[src/rtl/mem_access_unit_pkg.sv]
// Shared types for the MEM-stage load/store unit.
// Size codes, FSM states and the alignment helper.
package cpu_mem_pkg;

  localparam logic [1:0] SZ_B = 2'd0;
  localparam logic [1:0] SZ_H = 2'd1;
  localparam logic [1:0] SZ_W = 2'd2;
  localparam logic [1:0] SZ_D = 2'd3;

  localparam int OFF_W = 3;

  typedef enum logic [1:0] {
    IDLE  = 2'd0,
    READ  = 2'd1,
    WRITE = 2'd2,
    RESP  = 2'd3
  } state_e;

  function automatic logic misaligned(
    input logic [1:0]       sz,
    input logic [OFF_W-1:0] off
  );
    logic m;
    m = 1'b0;
    unique case (sz)
      SZ_B: m = 1'b0;
      SZ_H: m = off[0];
      SZ_W: m = |off[1:0];
      SZ_D: m = |off;
    endcase
    return m;
  endfunction

endpackage

[src/rtl/mem_access_unit_if.sv]
// Pipeline request/response and data-memory bus.
// slave = the unit, master = pipeline + memory side.
interface mem_access_unit_if;
  logic        req_valid;
  logic        req_ready;
  logic        req_write;
  logic [1:0]  req_size;
  logic        req_signed;
  logic [63:0] req_addr;
  logic [63:0] req_wdata;
  logic        resp_valid;
  logic [63:0] resp_rdata;
  logic        resp_fault;
  logic [63:0] mem_address;
  logic [63:0] mem_wdata;
  logic        mem_read;
  logic        mem_write;
  logic [63:0] mem_rdata;

  modport slave (
    input  req_valid, req_write, req_size,
    input  req_signed, req_addr, req_wdata,
    input  mem_rdata,
    output req_ready, resp_valid, resp_rdata,
    output resp_fault, mem_address, mem_wdata,
    output mem_read, mem_write
  );

  modport master (
    output req_valid, req_write, req_size,
    output req_signed, req_addr, req_wdata,
    output mem_rdata,
    input  req_ready, resp_valid, resp_rdata,
    input  resp_fault, mem_address, mem_wdata,
    input  mem_read, mem_write
  );
endinterface

[src/rtl/mem_access_unit_lane.sv]
// Lane extract/extend for loads and lane merge
// for read-modify-write stores.
module mem_lane_align
  import cpu_mem_pkg::*;
(
  input  logic [63:0]      word_i,
  input  logic [63:0]      wdata_i,
  input  logic [1:0]       size_i,
  input  logic [OFF_W-1:0] off_i,
  input  logic             sgn_i,
  output logic [63:0]      load_o,
  output logic [63:0]      merge_o
);

  logic [5:0]  shamt;
  logic [63:0] shifted;
  logic [63:0] mask;

  // Shift lane down, extend, and build the merged word.
  always_comb begin
    shamt   = {off_i, 3'b000};
    shifted = word_i >> shamt;
    mask    = '1;
    load_o  = shifted;
    unique case (size_i)
      SZ_B: begin
        mask   = 64'h0000_0000_0000_00FF;
        load_o = sgn_i ? {{56{shifted[7]}}, shifted[7:0]}
                       : {56'd0, shifted[7:0]};
      end
      SZ_H: begin
        mask   = 64'h0000_0000_0000_FFFF;
        load_o = sgn_i ? {{48{shifted[15]}}, shifted[15:0]}
                       : {48'd0, shifted[15:0]};
      end
      SZ_W: begin
        mask   = 64'h0000_0000_FFFF_FFFF;
        load_o = sgn_i ? {{32{shifted[31]}}, shifted[31:0]}
                       : {32'd0, shifted[31:0]};
      end
      SZ_D: begin
        mask   = '1;
        load_o = shifted;
      end
    endcase
    merge_o = (word_i & ~(mask << shamt))
            | ((wdata_i & mask) << shamt);
  end

endmodule

[src/rtl/mem_access_unit.sv]
// MEM-stage load/store unit driving the 64-bit
// word-indexed data memory; faults bypass memory.
module mem_access_unit
  import cpu_mem_pkg::*;
#(
  parameter int RD_LAT    = 1,
  parameter int MEM_WORDS = 32
) (
  input logic               clk,
  input logic               rst_n,
  mem_access_unit_if.slave  bus
);

  localparam int CW = 16;

  state_e           state_q, state_d;
  logic [CW-1:0]    cnt_q, cnt_d;
  logic             armed_q;
  logic             write_q;
  logic [1:0]       size_q;
  logic             sgn_q;
  logic [OFF_W-1:0] off_q;
  logic [60:0]      idx_q;
  logic [63:0]      wdata_q;
  logic [63:0]      word_q;
  logic             fault_q;

  logic        accept;
  logic        fault;
  logic        rd_last;
  logic [63:0] load_data;
  logic [63:0] merge_data;

  assign accept  = bus.req_valid && bus.req_ready;
  assign rd_last = (cnt_q == CW'(RD_LAT - 1));
  assign fault   = misaligned(bus.req_size, bus.req_addr[2:0])
                || (bus.req_addr[63:3] >= 61'(MEM_WORDS));

  mem_lane_align u_align (
    .word_i  (word_q),
    .wdata_i (wdata_q),
    .size_i  (size_q),
    .off_i   (off_q),
    .sgn_i   (sgn_q),
    .load_o  (load_data),
    .merge_o (merge_data)
  );

  // State and read-latency counter registers.
  always_ff @(posedge clk or negedge rst_n) begin
    if (!rst_n) begin
      state_q <= IDLE;
      cnt_q   <= '0;
      armed_q <= 1'b0;
    end else begin
      state_q <= state_d;
      cnt_q   <= cnt_d;
      armed_q <= 1'b1;
    end
  end

  // Next-state: route by fault, direction and size.
  always_comb begin
    state_d = state_q;
    cnt_d   = cnt_q;
    unique case (state_q)
      IDLE: begin
        if (accept) begin
          cnt_d = '0;
          if (fault)
            state_d = RESP;
          else if (bus.req_write && bus.req_size == SZ_D)
            state_d = WRITE;
          else
            state_d = READ;
        end
      end
      READ: begin
        if (rd_last)
          state_d = write_q ? WRITE : RESP;
        else
          cnt_d = cnt_q + 1'b1;
      end
      WRITE: state_d = RESP;
      RESP:  state_d = IDLE;
    endcase
  end

  // Request capture at acceptance; word capture on last READ cycle.
  always_ff @(posedge clk or negedge rst_n) begin
    if (!rst_n) begin
      write_q <= 1'b0;
      size_q  <= SZ_B;
      sgn_q   <= 1'b0;
      off_q   <= '0;
      idx_q   <= '0;
      wdata_q <= '0;
      word_q  <= '0;
      fault_q <= 1'b0;
    end else begin
      if (accept) begin
        write_q <= bus.req_write;
        size_q  <= bus.req_size;
        sgn_q   <= bus.req_signed;
        off_q   <= bus.req_addr[2:0];
        idx_q   <= bus.req_addr[63:3];
        wdata_q <= bus.req_wdata;
        fault_q <= fault;
      end
      if (state_q == READ && rd_last)
        word_q <= bus.mem_rdata;
    end
  end

  assign bus.req_ready   = armed_q && (state_q == IDLE);
  assign bus.mem_read    = (state_q == READ);
  assign bus.mem_write   = (state_q == WRITE);
  assign bus.mem_address = (state_q == READ || state_q == WRITE)
                         ? {3'b000, idx_q} : '0;
  assign bus.mem_wdata   = (state_q != WRITE) ? '0
                         : (size_q == SZ_D) ? wdata_q
                         : merge_data;
  assign bus.resp_valid  = (state_q == RESP);
  assign bus.resp_fault  = (state_q == RESP) && fault_q;
  assign bus.resp_rdata  = (state_q == RESP && !fault_q && !write_q)
                         ? load_data : '0;

endmodule

[src/flat_wrapper.sv]
// flat-port wrapper written by rule: the top's interface ports become plain ports
module mem_access_unit_flat import cpu_mem_pkg::*;
#(
  parameter int RD_LAT    = 1,
  parameter int MEM_WORDS = 32
)
  (clk, rst_n, bus_req_valid, bus_req_write, bus_req_size, bus_req_signed, bus_req_addr, bus_req_wdata, bus_mem_rdata, bus_req_ready, bus_resp_valid, bus_resp_rdata, bus_resp_fault, bus_mem_address, bus_mem_wdata, bus_mem_read, bus_mem_write);
  mem_access_unit_if bus_i ();
  input logic clk;
  input logic rst_n;
  input wire logic [$bits(bus_i.req_valid)-1:0] bus_req_valid;
  input wire logic [$bits(bus_i.req_write)-1:0] bus_req_write;
  input wire logic [$bits(bus_i.req_size)-1:0] bus_req_size;
  input wire logic [$bits(bus_i.req_signed)-1:0] bus_req_signed;
  input wire logic [$bits(bus_i.req_addr)-1:0] bus_req_addr;
  input wire logic [$bits(bus_i.req_wdata)-1:0] bus_req_wdata;
  input wire logic [$bits(bus_i.mem_rdata)-1:0] bus_mem_rdata;
  output wire logic [$bits(bus_i.req_ready)-1:0] bus_req_ready;
  output wire logic [$bits(bus_i.resp_valid)-1:0] bus_resp_valid;
  output wire logic [$bits(bus_i.resp_rdata)-1:0] bus_resp_rdata;
  output wire logic [$bits(bus_i.resp_fault)-1:0] bus_resp_fault;
  output wire logic [$bits(bus_i.mem_address)-1:0] bus_mem_address;
  output wire logic [$bits(bus_i.mem_wdata)-1:0] bus_mem_wdata;
  output wire logic [$bits(bus_i.mem_read)-1:0] bus_mem_read;
  output wire logic [$bits(bus_i.mem_write)-1:0] bus_mem_write;
  assign bus_i.req_valid = bus_req_valid;
  assign bus_i.req_write = bus_req_write;
  assign bus_i.req_size = bus_req_size;
  assign bus_i.req_signed = bus_req_signed;
  assign bus_i.req_addr = bus_req_addr;
  assign bus_i.req_wdata = bus_req_wdata;
  assign bus_i.mem_rdata = bus_mem_rdata;
  assign bus_req_ready = bus_i.req_ready;
  assign bus_resp_valid = bus_i.resp_valid;
  assign bus_resp_rdata = bus_i.resp_rdata;
  assign bus_resp_fault = bus_i.resp_fault;
  assign bus_mem_address = bus_i.mem_address;
  assign bus_mem_wdata = bus_i.mem_wdata;
  assign bus_mem_read = bus_i.mem_read;
  assign bus_mem_write = bus_i.mem_write;
  mem_access_unit #(.RD_LAT(RD_LAT), .MEM_WORDS(MEM_WORDS)) u_core (.clk(clk), .rst_n(rst_n), .bus(bus_i));
endmodule
[config.mk]
export PLATFORM = sky130hd
export DESIGN_NAME = mem_access_unit_flat
export DESIGN_NICKNAME = d
export VERILOG_FILES = /design/src/rtl/mem_access_unit_pkg.sv /design/src/rtl/mem_access_unit_if.sv /design/src/rtl/mem_access_unit_lane.sv /design/src/rtl/mem_access_unit.sv /design/src/flat_wrapper.sv
export SDC_FILE = /design/constraint.sdc
export NUM_CORES = 1
export LEC_CHECK = 0
export ABC_CLOCK_PERIOD_IN_PS = 2630
export CAP_MARGIN = 15
export CORE_ASPECT_RATIO = 1.25
export CORE_MARGIN = 3
export CORE_UTILIZATION = 49
export CTS_CLUSTER_SIZE = 30
export DETAILED_ROUTE_END_ITERATION = 7
export PLACE_DENSITY = 0.82
export SYNTH_ARGS = -nofsm -noshare
export SYNTH_HDL_FRONTEND = slang
export SYNTH_SLANG_ARGS = --single-unit
[constraint.sdc]
create_clock -name clk -period 2.63 [get_ports clk]
set_input_delay 0.526 -clock clk [delete_from_list [all_inputs] [get_ports clk]]
set_output_delay 0.526 -clock clk [all_outputs]
set_load 0.02 [all_outputs]
### Word level (Yosys, flattened, before mapping)

Cells that the tools add are included.

* shift-type cells: 3
* order comparisons: 1
* bitwise gates (word level): 4
* mux-type cells: 19
* reductions and logical operators: 20
* equal/unequal tests: 13
* $add $sub $neg: 1

Operator list (count)
* $pmux W64 S4: 2
* $mux W64: 6
* $and A64 B64 Y64: 2
* $shl A64 B6 Y64: 2
* $not A64 Y64: 1
* $or A64 B64 Y64: 1
* $shr A64 B6 Y64: 1
* $ge A61 B6 Y1 const B: 1
* $mux W61: 1
* $mux W16: 2
* $pmux W16 S2: 1
* $add A16 B1 Y16 const B: 1
* $logic_not A16 Y1: 1
* $eq A2 B2 Y1 const B: 6
* $mux W2: 4
* $pmux W2 S4: 1
* $logic_and A1 B1 Y1: 7
* $eq A2 B1 Y1 const B: 3
* $logic_not A2 Y1: 3
* $ne A2 B1 Y1 const B: 2
* $ne A2 B2 Y1 const B: 2
* $pmux W1 S4: 1
* $reduce_and A3 Y1: 1
* $reduce_or A3 Y1: 1
* other kinds (6): 8

* register bits after elaboration: 216
* logic and storage cells: 72

### Depth between registers and ports, before layout

* word-level depth: 8
* gate-level depth with buffers: 10
* gate-level depth less buffers: 7

### Cells and area by module

Synthesis repeated with hierarchy kept, for this count alone.

* cell total of the unflattened synthesis: 1561
* area, all modules: 15501.1 um^2

Modules (own cells, without submodules)
* mem_access_unit: area an instance 10710.3 um^2, cells each 913, instances 1, sequential area each 5405.2 um^2
* mem_lane_align: area an instance 4790.8 um^2, cells each 648, instances 1, sequential area each 0.0 um^2

### Worst setup path after synthesis

No wires, ideal clock.

* path kind: register to output
* start: register u_core.off_q[0]
* end: output port bus_resp_rdata[54]
* slack: 18 ps
* arrival: 2086 ps
* buffers on the path: 2
* stages on the path, launching flop included: 8
* data required time: 2104 ps
* cell sequence: dfrtp_1 > buf_6 > mux2i_1 > mux4_2 > nor2_2 > a32oi_1 > clkbuf_1 > a21oi_1

* longest elaborated chain between the ends: 4
* elaborated cells on any way between the ends: 6
* classes of those cells: shift (1); mux (5)

RTL lines
* start, declared: RTL line mem_access_unit.sv:22 `logic [OFF_W-1:0] off_q;`
* start signal, assigned: RTL line mem_access_unit.sv:105 `off_q <= bus.req_addr[2:0];`
* $shr A64 B6 Y64 (*): RTL line mem_access_unit_lane.sv:22 `shifted = word_i >> shamt;`
* $mux W64, on equally long branches: RTL line mem_access_unit_lane.sv:38, mem_access_unit_lane.sv:28, mem_access_unit_lane.sv:33
* $pmux W64 S4 (*): RTL line mem_access_unit_lane.sv:25 `unique case (size_i)`
* $mux W64 (*): RTL line mem_access_unit.sv:126 `? load_data : '0;`
* end, declared: RTL line flat_wrapper.sv:20 `output wire logic [$bits(bus_i.resp_rdata)-1:0] bus_resp_rdata;`

Every way passes the cells marked *; elsewhere a longest branch is shown, timed or not.

### Worst setup path after layout

* start: register u_core.off_q[0]
* end: output port bus_resp_rdata[30]

Same word-level chain as after synthesis.

==> impl_results.md <==
- Vias per Instance: between 6 and 7
- Worst setup SP type: flip-flop
- Crit path capture type: primary output
- Distinct cells, synth: between 60 and 70
- Post-Place Cells: 2234
- CP max stage cell: dfrtp_4
- Final setup TNS: -56.33 ns
- Proportion of layout cells with a drive suffix above 1: 0.446
- Avg WL per Cell: roughly 27 um
- Tmin final: 3.24 ns
- Cell Pwr Density: 1540 nW/um^2
- Clk sink count: about 220
- Critical Path RT: 2.10 ns
- Root Buffer: clkbuf_16
- Die Y: between 150 and 200 um
- Post-synth top area share: 0.391
- Crit-path max FO: 7
- CTS tree: yes
- Run status: complete, but fails checks
- Row cnt: 68
- Most Crowded Layer GR: met2
- Least-Margin Pin Slew: 0.708 ns
- H-tree depth: 1
- Clock transition at the registers of the reported paths: 0.06 ns
- Drt first pass iters: 5
- Area contributors post-synth: dfrtp_1 39%, mux2_2 18%, o21ai_0 3.9%, and2_1 3.4%, mux2i_1 3.1%
- HP Class: reg -> reg
- Buffers & Inverters on Critical Path: 5
- Fraction of the cycle the final worst path needs: 1.23
- Total CTS buffers: 24
- Via count: 14569
- Ys async rst share: 1.00
- Final non-filler cell total: 2317
- CP delay by family, top: buffers and inverters
- Sequential cell area: 5410 um^2
- Synth Cell Area: 13800 um^2
- Final setup viols: approximately 130
- Most frequent cell after synthesis: mux2_2
- Max-slew violations: 0
- WS Path Type: reg -> out
- Routability cong.: 1.08
- Yosys top cell by area: dfrtp_1
- Total gr overflow: 0
- Max VDD drop: 950 uV
- Core ar.: 27700 um^2
- Routed WL: 61.8 mm
- Number of synthesized flops with an enable pin: 0
- Die Area: approximately 30000 um^2
- Final Util: 0.793
- Max Clock Skew: 0.0378 ns
- Skew-Pair Late Insertion Delay: 0.54 ns
- Critical Path AT: 2.72 ns
- Fillcell total: roughly 1700
- Area of the multi-input gates: 8860 um^2
- Worst-case clock buffer depth: 3
- Slew headroom: 0.528
- Die Span X: ~160 um
- Max Freq: 0.309 GHz
- Primary FF master, synth: dfrtp_1
- Largest net degree at the start of global routing: 84
- GR met1 Demand/Resource: 0.436
- Pleak: 9.99 nW
- Synth warnings: 0
- Initial antenna violation count: 0
- Hold Fails Final Rpt: 0
- Final WS setup: -0.611 ns
- Boundary Pins: ~400
- Most used cell, CP: buf_6
- Flops & latches, synth: 216
- Failing checks: negative setup slack
- Final HPWL DP: 45.4 mm
- Area Growth Syn to Fin: 58.8%
- Maxcap violations: 0
- Met2 Track Usage GR: 0.636
- DRT iter0 DRCs: 1311
- Final nets: 2153
- Total GRT Usage: 0.382
- Critical Path Max Stage Delay: 0.53 ns
- Vias in the first global route: 14877
- Avg Inst Size Synth: 9.97 um^2
- # DRC: 0
- Met3 usage: 0.0848
- Input/output buffers: 392
- Post-synthesis sequential area ratio: 0.391
- First-pass GRT wire length: 89.0 mm
- Starting Density: 0.499
- CP cell instances: buf_6 -> mux2i_1 -> mux4_2 -> nor2_4 -> a32oi_4 -> buf_12 -> buf_6 -> buf_4 -> a21oi_2 -> buf_6
- RSZ-0062 raised after global routing: yes
- Top cells by count, synth: 224 x mux2_2, 216 x dfrtp_1, 107 x o21ai_0
- DRT antenna net count: 0
- Mapped Cells: 1385
## repair_timing
item	4_1_cts	5_1_grt
pin swaps	28	26
gates cloned	3	3
buffers inserted	15	20
hold buffers	1	0
setup endpoints to repair	191	193
gates resized for setup	693	276
endpoints found under the hold margin	15	0
## cell type report
cell class                 count  area share
antenna                        1    0.000114
clock buffer                  33      0.0322
clock inverter                11     0.00525
inverter                      11     0.00188
multi-input combinational   1037       0.404
sequential                   216       0.247
tap                          350      0.0200
timing repair buffer         658       0.290
## cells by family (layout without fill, tap and decap cells)
kind of cell,count (synthesis),after routing,share of synthesized area
xor gates and xnor gates,7,7,0.00444
other,2,5,0.000544
adders and majority gates,6,6,0.00544
buffers and inverters,134,713,0.0474
and+or+nand+nor,363,363,0.130
muxes,282,282,0.238
DFF,216,216,0.391
AOI/OAI and AO/OA,375,375,0.182
## worst paths after layout
check	start	end	slack, ns	cells past startpoint
max in group asynchronous	rst_n	u_core.word_q[57]	1.25	3
min in group asynchronous	rst_n	u_core.word_q[10]	0.52	2
setup reg to reg	u_core.cnt_q[0]	u_core.word_q[61]	0.18	7
hold reg to reg	u_core.idx_q[38]	u_core.idx_q[38]	0.50	1
setup / recovery	u_core.off_q[0]	bus_resp_rdata[30]	-0.61	10
hold / removal	u_core.idx_q[38]	u_core.idx_q[38]	0.50	1
## flip-flops by register name, indices dropped and copies added (netlist names)
register,flops
u_core.armed_q,1
u_core.cnt_q,16
u_core.fault_q,1
u_core.idx_q,61
u_core.off_q,3
u_core.sgn_q,1
u_core.size_q,2
u_core.state_q,2
u_core.wdata_q,64
u_core.word_q,64
u_core.write_q,1
## placed cells by master, fill, tap and decap left out, drive strengths merged, types with 17 or more instances in the layout
master         synthesis  layout
nand3                 29      29
nor2b                 21      21
clkdlybuf4s50          0     199
buf                   56     385
a211oi                23      23
a21oi                125     125
mux2                 224     224
a32oi                 17      17
nor2                  78      78
mux2i                 43      43
o21ai                111     111
nor4                  18      18
dfrtp                216     216
clkbuf                67      43
and2                  75      75
a221oi                24      24
nand2                103     103
dlymetal6s2s           0      61
## through the flow
step	total power [mW]	hold slack (ns)	cell area, um^2	setup slack (ns)
after floorplan	16.9	0.230	13800	0.0181
after global placement	26.3	0.479	19500	-0.674
after detailed placement	26.6	0.485	19500	-0.661
after CTS	31.8	0.499	21000	-0.639
after global routing	35.0	0.504	21900	-0.691
final	33.8	0.497	21900	-0.611
## report_power, final
part	total, mW	switching, mW	internal [mW]	leakage, nW
Clock	3.51	1.44	2.08	0.408
Sequential	6.86	1.92	4.94	2.61
Combinational	23.5	12.5	11.0	6.97
## metal layers
metal | vias to the layer above | share of wire
li1 | 6215 | -
met1 | 7070 | 0.34
met2 | 982 | 0.48
met3 | 300 | 0.093
met4 | 2 | 0.092
met5 | - | 0.000081
Note: power is estimated with default switching activity, not from simulation.
